## config.mk

```make
export PLATFORM = sky130hd
export DESIGN_NAME = cache_mem_arbiter_flat
export DESIGN_NICKNAME = d
export VERILOG_FILES = /design/src/rtl/cache_arb_pkg.sv /design/src/rtl/cache_mem_arbiter_if.sv /design/src/rtl/cache_arb_rr.sv /design/src/rtl/cache_mem_arbiter.sv /design/src/flat_wrapper.sv
export SDC_FILE = /design/constraint.sdc
export NUM_CORES = 1
export LEC_CHECK = 0
export ABC_AREA = 1
export CORE_AREA = 2 2 288 290
export CTS_CLUSTER_SIZE = 40
export DETAILED_ROUTE_END_ITERATION = 8
export DIE_AREA = 0 0 290 292
export PLACE_DENSITY = 0.52
export SETUP_SLACK_MARGIN = 0.05
export SYNTH_ARGS = -nofsm -noshare
export SYNTH_HDL_FRONTEND = slang
export SYNTH_SLANG_ARGS = --single-unit
```

## constraint.sdc

```tcl
create_clock -name clk -period 4.6 [get_ports clk]
set_input_delay 0.46 -clock clk [delete_from_list [all_inputs] [get_ports clk]]
set_output_delay 0.46 -clock clk [all_outputs]
set_load 0.1 [all_outputs]
```

## src/rtl/cache_arb_pkg.sv

```systemverilog
// Shared types and constants for the cache/main-memory arbiter.
// The watchdog default here applies only to builds with ARB_TIMEOUT_EN defined.
package cache_arb_pkg;

    localparam int NUM_REQ                = 2;
    localparam int DEFAULT_TIMEOUT_CYCLES = 255;

    typedef enum logic [1:0] {
        IDLE,
        ISSUE,
        WAIT,
        RESP
    } arb_state_t;

    typedef enum logic {
        OP_RD,
        OP_WR
    } arb_op_t;

endpackage

```

## src/rtl/cache_mem_arbiter_if.sv

```systemverilog
// Requester and main-memory signals of the cache/memory arbiter.
// The arbiter uses the master view; the surrounding caches and memory use the slave view.
interface cache_mem_arbiter_if
    import cache_arb_pkg::*;
#(
    parameter int ADDR_W  = 32,
    parameter int BLOCK_W = 128
) ();

    logic [NUM_REQ-1:0]         req_rd;
    logic [NUM_REQ-1:0]         req_wr;
    logic [NUM_REQ*ADDR_W-1:0]  req_addr;
    logic [NUM_REQ*BLOCK_W-1:0] req_wdata;
    logic [NUM_REQ-1:0]         req_done;
    logic [BLOCK_W-1:0]         req_rdata;
    logic [NUM_REQ-1:0]         req_err;

    logic                       mem_rd_en;
    logic                       mem_wr_en;
    logic [ADDR_W-1:0]          mem_addr;
    logic [BLOCK_W-1:0]         mem_wdata;
    logic [BLOCK_W-1:0]         mem_rdata;
    logic                       mem_ready;

    modport master (
        input  req_rd, req_wr, req_addr, req_wdata, mem_rdata, mem_ready,
        output req_done, req_rdata, req_err, mem_rd_en, mem_wr_en, mem_addr, mem_wdata
    );

    modport slave (
        output req_rd, req_wr, req_addr, req_wdata, mem_rdata, mem_ready,
        input  req_done, req_rdata, req_err, mem_rd_en, mem_wr_en, mem_addr, mem_wdata
    );

endinterface

```

## src/rtl/cache_arb_rr.sv

```systemverilog
// Combinational round-robin picker for two requesters: a tie goes to the
// requester that was not granted last.
module cache_arb_rr
    import cache_arb_pkg::*;
(
    input  logic [NUM_REQ-1:0] active,
    input  logic               last_grant,
    output logic               grant_valid,
    output logic               grant_id
);

    always_comb begin
        // NOTE: every output gets a default before the case so no path can infer a latch.
        grant_valid = |active;
        grant_id    = 1'b0;
        case (active)
            2'b01:   grant_id = 1'b0;
            2'b10:   grant_id = 1'b1;
            2'b11:   grant_id = ~last_grant;
            default: grant_id = 1'b0;
        endcase
    end

endmodule

```

## src/rtl/cache_mem_arbiter.sv

```systemverilog
// Round-robin arbiter sharing one main-memory block port between the I-cache (0)
// and D-cache (1). Optional watchdog abort is enabled with `define ARB_TIMEOUT_EN.
module cache_mem_arbiter
    import cache_arb_pkg::*;
#(
    parameter int ADDR_W         = 32,
    parameter int BLOCK_W        = 128,
    parameter int TIMEOUT_CYCLES = DEFAULT_TIMEOUT_CYCLES
) (
    input  logic                clk,
    input  logic                rst,
    cache_mem_arbiter_if.master bus
);

    arb_state_t         state_q, state_d;
    logic               last_grant_q;
    logic               grant_q;
    arb_op_t            op_q;
    logic [ADDR_W-1:0]  addr_q;
    logic [BLOCK_W-1:0] wdata_q;
    logic [BLOCK_W-1:0] rdata_q;

    logic [NUM_REQ-1:0] active;
    logic               grant_valid;
    logic               grant_id;
    logic               load;
    logic               capture;
    logic               timeout;

    // A requester with both read and write raised is still a single active request.
    assign active = bus.req_rd | bus.req_wr;

    cache_arb_rr u_rr (
        .active      (active),
        .last_grant  (last_grant_q),
        .grant_valid (grant_valid),
        .grant_id    (grant_id)
    );

    always_comb begin
        state_d = state_q;
        load    = 1'b0;
        capture = 1'b0;
        case (state_q)
            IDLE: begin
                if (grant_valid) begin
                    load    = 1'b1;
                    state_d = ISSUE;
                end
            end
            ISSUE: state_d = WAIT;
            WAIT: begin
                if (bus.mem_ready) begin
                    capture = 1'b1;
                    state_d = RESP;
                end else if (timeout) begin
                    state_d = IDLE;
                end
            end
            RESP:    state_d = IDLE;
            default: state_d = IDLE;
        endcase
    end

    always_ff @(posedge clk or negedge rst) begin
        if (!rst) begin
            state_q      <= IDLE;
            last_grant_q <= 1'b1;
        end else begin
            // NOTE: sequential state uses non-blocking assignments so every flop samples pre-edge values.
            state_q <= state_d;
            if (capture || timeout)
                last_grant_q <= grant_q;
        end
    end

    // NOTE: the latched request is reset as well, so mem_addr/mem_wdata/req_rdata read 0 out of reset.
    always_ff @(posedge clk or negedge rst) begin
        if (!rst) begin
            grant_q <= 1'b0;
            op_q    <= OP_RD;
            addr_q  <= '0;
            wdata_q <= '0;
            rdata_q <= '0;
        end else begin
            if (load) begin
                grant_q <= grant_id;
                op_q    <= bus.req_wr[grant_id] ? OP_WR : OP_RD;
                addr_q  <= bus.req_addr[int'(grant_id)*ADDR_W +: ADDR_W];
                wdata_q <= bus.req_wdata[int'(grant_id)*BLOCK_W +: BLOCK_W];
            end
            // Writes leave the last read block visible on req_rdata.
            if (capture && op_q == OP_RD)
                rdata_q <= bus.mem_rdata;
        end
    end

    assign bus.mem_rd_en = (state_q == ISSUE || state_q == WAIT) && op_q == OP_RD;
    assign bus.mem_wr_en = (state_q == ISSUE || state_q == WAIT) && op_q == OP_WR;
    assign bus.mem_addr  = addr_q;
    assign bus.mem_wdata = wdata_q;
    assign bus.req_rdata = rdata_q;
    assign bus.req_done  = (state_q == RESP) ? (NUM_REQ'(1) << grant_q) : '0;

`ifdef ARB_TIMEOUT_EN
    localparam int CNT_W = ($clog2(TIMEOUT_CYCLES + 1) < 8) ? 8 : $clog2(TIMEOUT_CYCLES + 1);

    logic [CNT_W-1:0]   wait_cnt_q;
    logic [NUM_REQ-1:0] err_q;

    // Abort after TIMEOUT_CYCLES WAIT cycles; a mem_ready in the final cycle still completes.
    assign timeout = (state_q == WAIT) && !bus.mem_ready
                     && (wait_cnt_q == CNT_W'(TIMEOUT_CYCLES - 1));

    always_ff @(posedge clk or negedge rst) begin
        if (!rst) begin
            wait_cnt_q <= '0;
            err_q      <= '0;
        end else begin
            if (state_q == ISSUE)
                wait_cnt_q <= '0;
            else if (state_q == WAIT)
                wait_cnt_q <= wait_cnt_q + CNT_W'(1);
            err_q <= timeout ? (NUM_REQ'(1) << grant_q) : '0;
        end
    end

    assign bus.req_err = err_q;
`else
    logic [31:0] unused_timeout_cycles;

    assign unused_timeout_cycles = TIMEOUT_CYCLES;
    assign timeout               = 1'b0;
    assign bus.req_err           = '0;
`endif

endmodule

```

## src/flat_wrapper.sv

```systemverilog
// flat-port wrapper written by rule: the top's interface ports become plain ports
module cache_mem_arbiter_flat import cache_arb_pkg::*;
#(
    parameter int ADDR_W         = 32,
    parameter int BLOCK_W        = 128,
    parameter int TIMEOUT_CYCLES = DEFAULT_TIMEOUT_CYCLES
)
  (clk, rst, bus_req_rd, bus_req_wr, bus_req_addr, bus_req_wdata, bus_mem_rdata, bus_mem_ready, bus_req_done, bus_req_rdata, bus_req_err, bus_mem_rd_en, bus_mem_wr_en, bus_mem_addr, bus_mem_wdata);
  cache_mem_arbiter_if #(.ADDR_W(ADDR_W), .BLOCK_W(BLOCK_W)) bus_i ();
  input  logic clk;
  input  logic rst;
  input wire logic [$bits(bus_i.req_rd)-1:0] bus_req_rd;
  input wire logic [$bits(bus_i.req_wr)-1:0] bus_req_wr;
  input wire logic [$bits(bus_i.req_addr)-1:0] bus_req_addr;
  input wire logic [$bits(bus_i.req_wdata)-1:0] bus_req_wdata;
  input wire logic [$bits(bus_i.mem_rdata)-1:0] bus_mem_rdata;
  input wire logic [$bits(bus_i.mem_ready)-1:0] bus_mem_ready;
  output wire logic [$bits(bus_i.req_done)-1:0] bus_req_done;
  output wire logic [$bits(bus_i.req_rdata)-1:0] bus_req_rdata;
  output wire logic [$bits(bus_i.req_err)-1:0] bus_req_err;
  output wire logic [$bits(bus_i.mem_rd_en)-1:0] bus_mem_rd_en;
  output wire logic [$bits(bus_i.mem_wr_en)-1:0] bus_mem_wr_en;
  output wire logic [$bits(bus_i.mem_addr)-1:0] bus_mem_addr;
  output wire logic [$bits(bus_i.mem_wdata)-1:0] bus_mem_wdata;
  assign bus_i.req_rd = bus_req_rd;
  assign bus_i.req_wr = bus_req_wr;
  assign bus_i.req_addr = bus_req_addr;
  assign bus_i.req_wdata = bus_req_wdata;
  assign bus_i.mem_rdata = bus_mem_rdata;
  assign bus_i.mem_ready = bus_mem_ready;
  assign bus_req_done = bus_i.req_done;
  assign bus_req_rdata = bus_i.req_rdata;
  assign bus_req_err = bus_i.req_err;
  assign bus_mem_rd_en = bus_i.mem_rd_en;
  assign bus_mem_wr_en = bus_i.mem_wr_en;
  assign bus_mem_addr = bus_i.mem_addr;
  assign bus_mem_wdata = bus_i.mem_wdata;
  cache_mem_arbiter #(.ADDR_W(ADDR_W), .BLOCK_W(BLOCK_W), .TIMEOUT_CYCLES(TIMEOUT_CYCLES)) u_core (.clk(clk), .rst(rst), .bus(bus_i));
endmodule
```

==> impl_summary.txt <==
----------------------------------------------------
[Drt]
  Number of remaining DRC errors ... 0
  Routed wirelength normalized by instance count ... 15.7 um
  DRT antenna net count ... 0
  Number of detailed-routing iterations run before antenna repair ... 5
  Starting DRC count in detailed routing ... 664
  Total Routed Length ... 58900 um
  Total via count after detailed routing ... 14100
  Vias per Instance ... 3.77

[Yosys]
  Cell with the most instances after synthesis ... nand2_1
  Synthesized area per cell ... 7.28 um2
  Share of flip-flops with an asynchronous set or reset after synthesis ... 100%
  Leading register cell type out of synthesis ... dfrtp_1
  Cell count after synthesis ... 1961
  Synthesized cell area ... 14300 um2
  Synth cell count leaders ... nand2_1, inv_1, nand3_1
  Yosys top cell area share ... 51.2%
  EDFF count, synth ... 0
  FF+latch count, synth ... 293
  Unique masters post-synth ... 19
  Leading cell types by total area after synthesis ... dfrtp_1, nand2_1, inv_1, nand3_1, o21ai_0
  Yosys warns ... 0
  Post-synth top area cell ... dfrtp_1
  Sequential area share after synthesis ... 51.3%

[Setup path]
  Critical-path maximum fanout ... 4
  Worst Path Arrival ... 2.78 ns
  Crit path capture type ... primary output
  Type of the worst setup path ... register to primary output
  Startpoint Class ... register
  CP Data Required Time ... 4.14 ns
  Reg-to-Reg Start ... u_core.state_q[0]$_DFFE_PN0P_
  Worst r2r dst ... u_core.bus.req_rdata[31]$_DFFE_PN0P_
  Register-to-register setup slack ... 2.10 ns
  Worst Reg2Reg Path Length in Cells ... 5

[Clocking]
  Post_cts resized ... 0
  Post-CTS Repair Setup Buffers ... 0
  Source-to-sink clock delay at the later pin of the worst-skew pair ... 0.54 ns
  Maximum clock insertion buffer count ... 3
  Count of H-tree levels built during CTS ... 2
  Clock buffer count from CTS ... 38
  CTS hold repair buffers ... 0
  TritonCTS clock tree ... built
  Clock sink count ... 293
  Clock slew seen by the registers of the worst setup and hold paths ... 0.06 ns
  CTS root buffer ... clkbuf_16

[Timing]
  Slew headroom ... 25.7%
  Fin. max-slew vios ... 0
  Final Cycle Share ... 70.3%
  FMAX ... 309 MHz
  Setup repair after global routing missed its margin ... false
  Actual slew at the worst max-slew pin ... 1.11 ns
  Total setup violations reported at the end of the flow ... 0
  Worst slack on hold paths ... -0.00314 ns
  Worst clock skew on the final layout ... 0.00850 ns
  Minimum clock period after layout ... 3.24 ns
  Setup total negative slack ... 0 ns
  Final number of hold-violating endpoints ... 1

[Layout]
  Layout area overhead ... 68.5%
  Fill cell instance count of the final layout ... 8822
  Proportion of layout cells with a drive suffix above 1 ... 2.92%
  Number of nets in the layout ... 3103
  Antenna diode instance count ... 0

[Outcome]
  Failing checks ... hold timing
  Run status ... finished, violations left

[GRT]
  Total track usage ... 13.6%
  Vias in the first global route ... 14200
  Antenna violations before repair ... 1
  Leftover overflow at the end of global routing ... 0
  First-pass GRT wire length ... 89400 um
  Pin count of the biggest net entering global routing ... 188

[Floorplanning]
  Floorplan die area ... 84700 um2
  Effective utilization at floorplan ... 17.5%
  Horizontal extent of the die ... 290 um
  Floorplan row count ... 105
  I/O pin cnt ... 749
  Die height ... 292 um
  Core region area ... 81600 um2

[Placed design]
  IO Port Bufs ... 746
  Placed wire-length estimate after detailed placement ... 41400 um
  Routability Congestion ... 0.782

[Flow run]
  Max Cap Violations ... 0

[Min path]
  Class of the worst hold path ... primary input to async pin

----------------------------------------------------
## through the flow
stage	std cells	setup WS [ns]	cell area, um2	util [%]	hold slack (ns)
finish	3742	1.36	24100	29.5	-0.00314
global route	3742	1.17	24100	29.5	0.0332
CTS	3742	1.25	24100	29.5	0.00963
detailed placement	3674	1.87	22800	28.0	0.464
global placement	3674	1.92	22800	28.0	0.462
floorplan	1962	2.14	14300	-	0.164
## cell families (layout without fill, tap and decap cells)
logic type               after synthesis  after routing  share of synthesized area (%)
flip-flops                           293            293                           51.3
buffers and inverters                576           1286                           15.7
other                                  1              2                         0.0263
adder cells (fa/ha/maj)                4              4                          0.350
AO/OA/AOI/OAI                        135            135                           4.76
AND/OR/NAND/NOR                      952            952                           27.9
## layer usage
layer  track usage (%)  routed length [um]  up-vias
met3              3.73                4150       91
met4              4.73                1880        2
li1                  -                   -     7189
met2              22.9               28300      512
met1              16.7               24600     6328
met5                 0                  13        -
## sequential cells by signal, indices dropped and copies added (netlist names)
name                  count
u_core.bus.mem_addr      32
u_core.bus.mem_wdata    128
u_core.bus.req_rdata    128
u_core.grant_q            1
u_core.last_grant_q       1
u_core.op_q               1
u_core.state_q            2
## critical path, cell delays in order, from the launching register on
cell and delay, ns:
dfrtp_1 0.40, inv_1 0.08, ha_1 0.30, nand2_1 0.16, inv_1 0.09, clkdlybuf4s50_1 1.20
## layout by cell type, fill, tap and decap left out, drive strengths merged
cell           netlist  routed
nand2              620     620
clkinv               0       4
a21oi                3       3
clkinvlp             0       1
dfrtp              292     292
a31oi                1       1
ha                   4       4
clkdlybuf4s50        0     744
clkbuf              62      63
nor2                10      10
conb                 1       2
inv                460     460
nand3              322     322
o21ai              131     131
buf                 54      14
dfstp                1       1
## worst max-delay path by stage
| stage | depth (start not counted) | startpoint | endpoint | slack, ns |
|---|---|---|---|---|
| floorplan | 4 | u_core.state_q[1]$_DFFE_PN0P_ | bus_mem_rd_en | 2.14 |
| global placement | 5 | u_core.state_q[1]$_DFFE_PN0P_ | bus_mem_wr_en | 1.92 |
| detailed placement | 5 | u_core.state_q[1]$_DFFE_PN0P_ | bus_mem_wr_en | 1.87 |
| CTS | 5 | u_core.state_q[1]$_DFFE_PN0P_ | bus_mem_wr_en | 1.25 |
| global route | 5 | u_core.state_q[1]$_DFFE_PN0P_ | bus_mem_wr_en | 1.17 |
| finish | 5 | u_core.state_q[1]$_DFFE_PN0P_ | bus_mem_wr_en | 1.36 |
## final cells by class
cell class,instances,area (um2),share of cell area (%)
clock buffer,63,1190,4.93
tap,1070,1340,5.56
timing repair buffer,758,7660,31.8
sequential,293,7330,30.5
clock inverter,5,50.0,0.208
multi-input combinational,1093,4760,19.8
inverter,460,1740,7.22
Power is left out: the tool's default activity adds up to more than one toggle a clock period on the data nets, which glitch-free logic cannot reach.
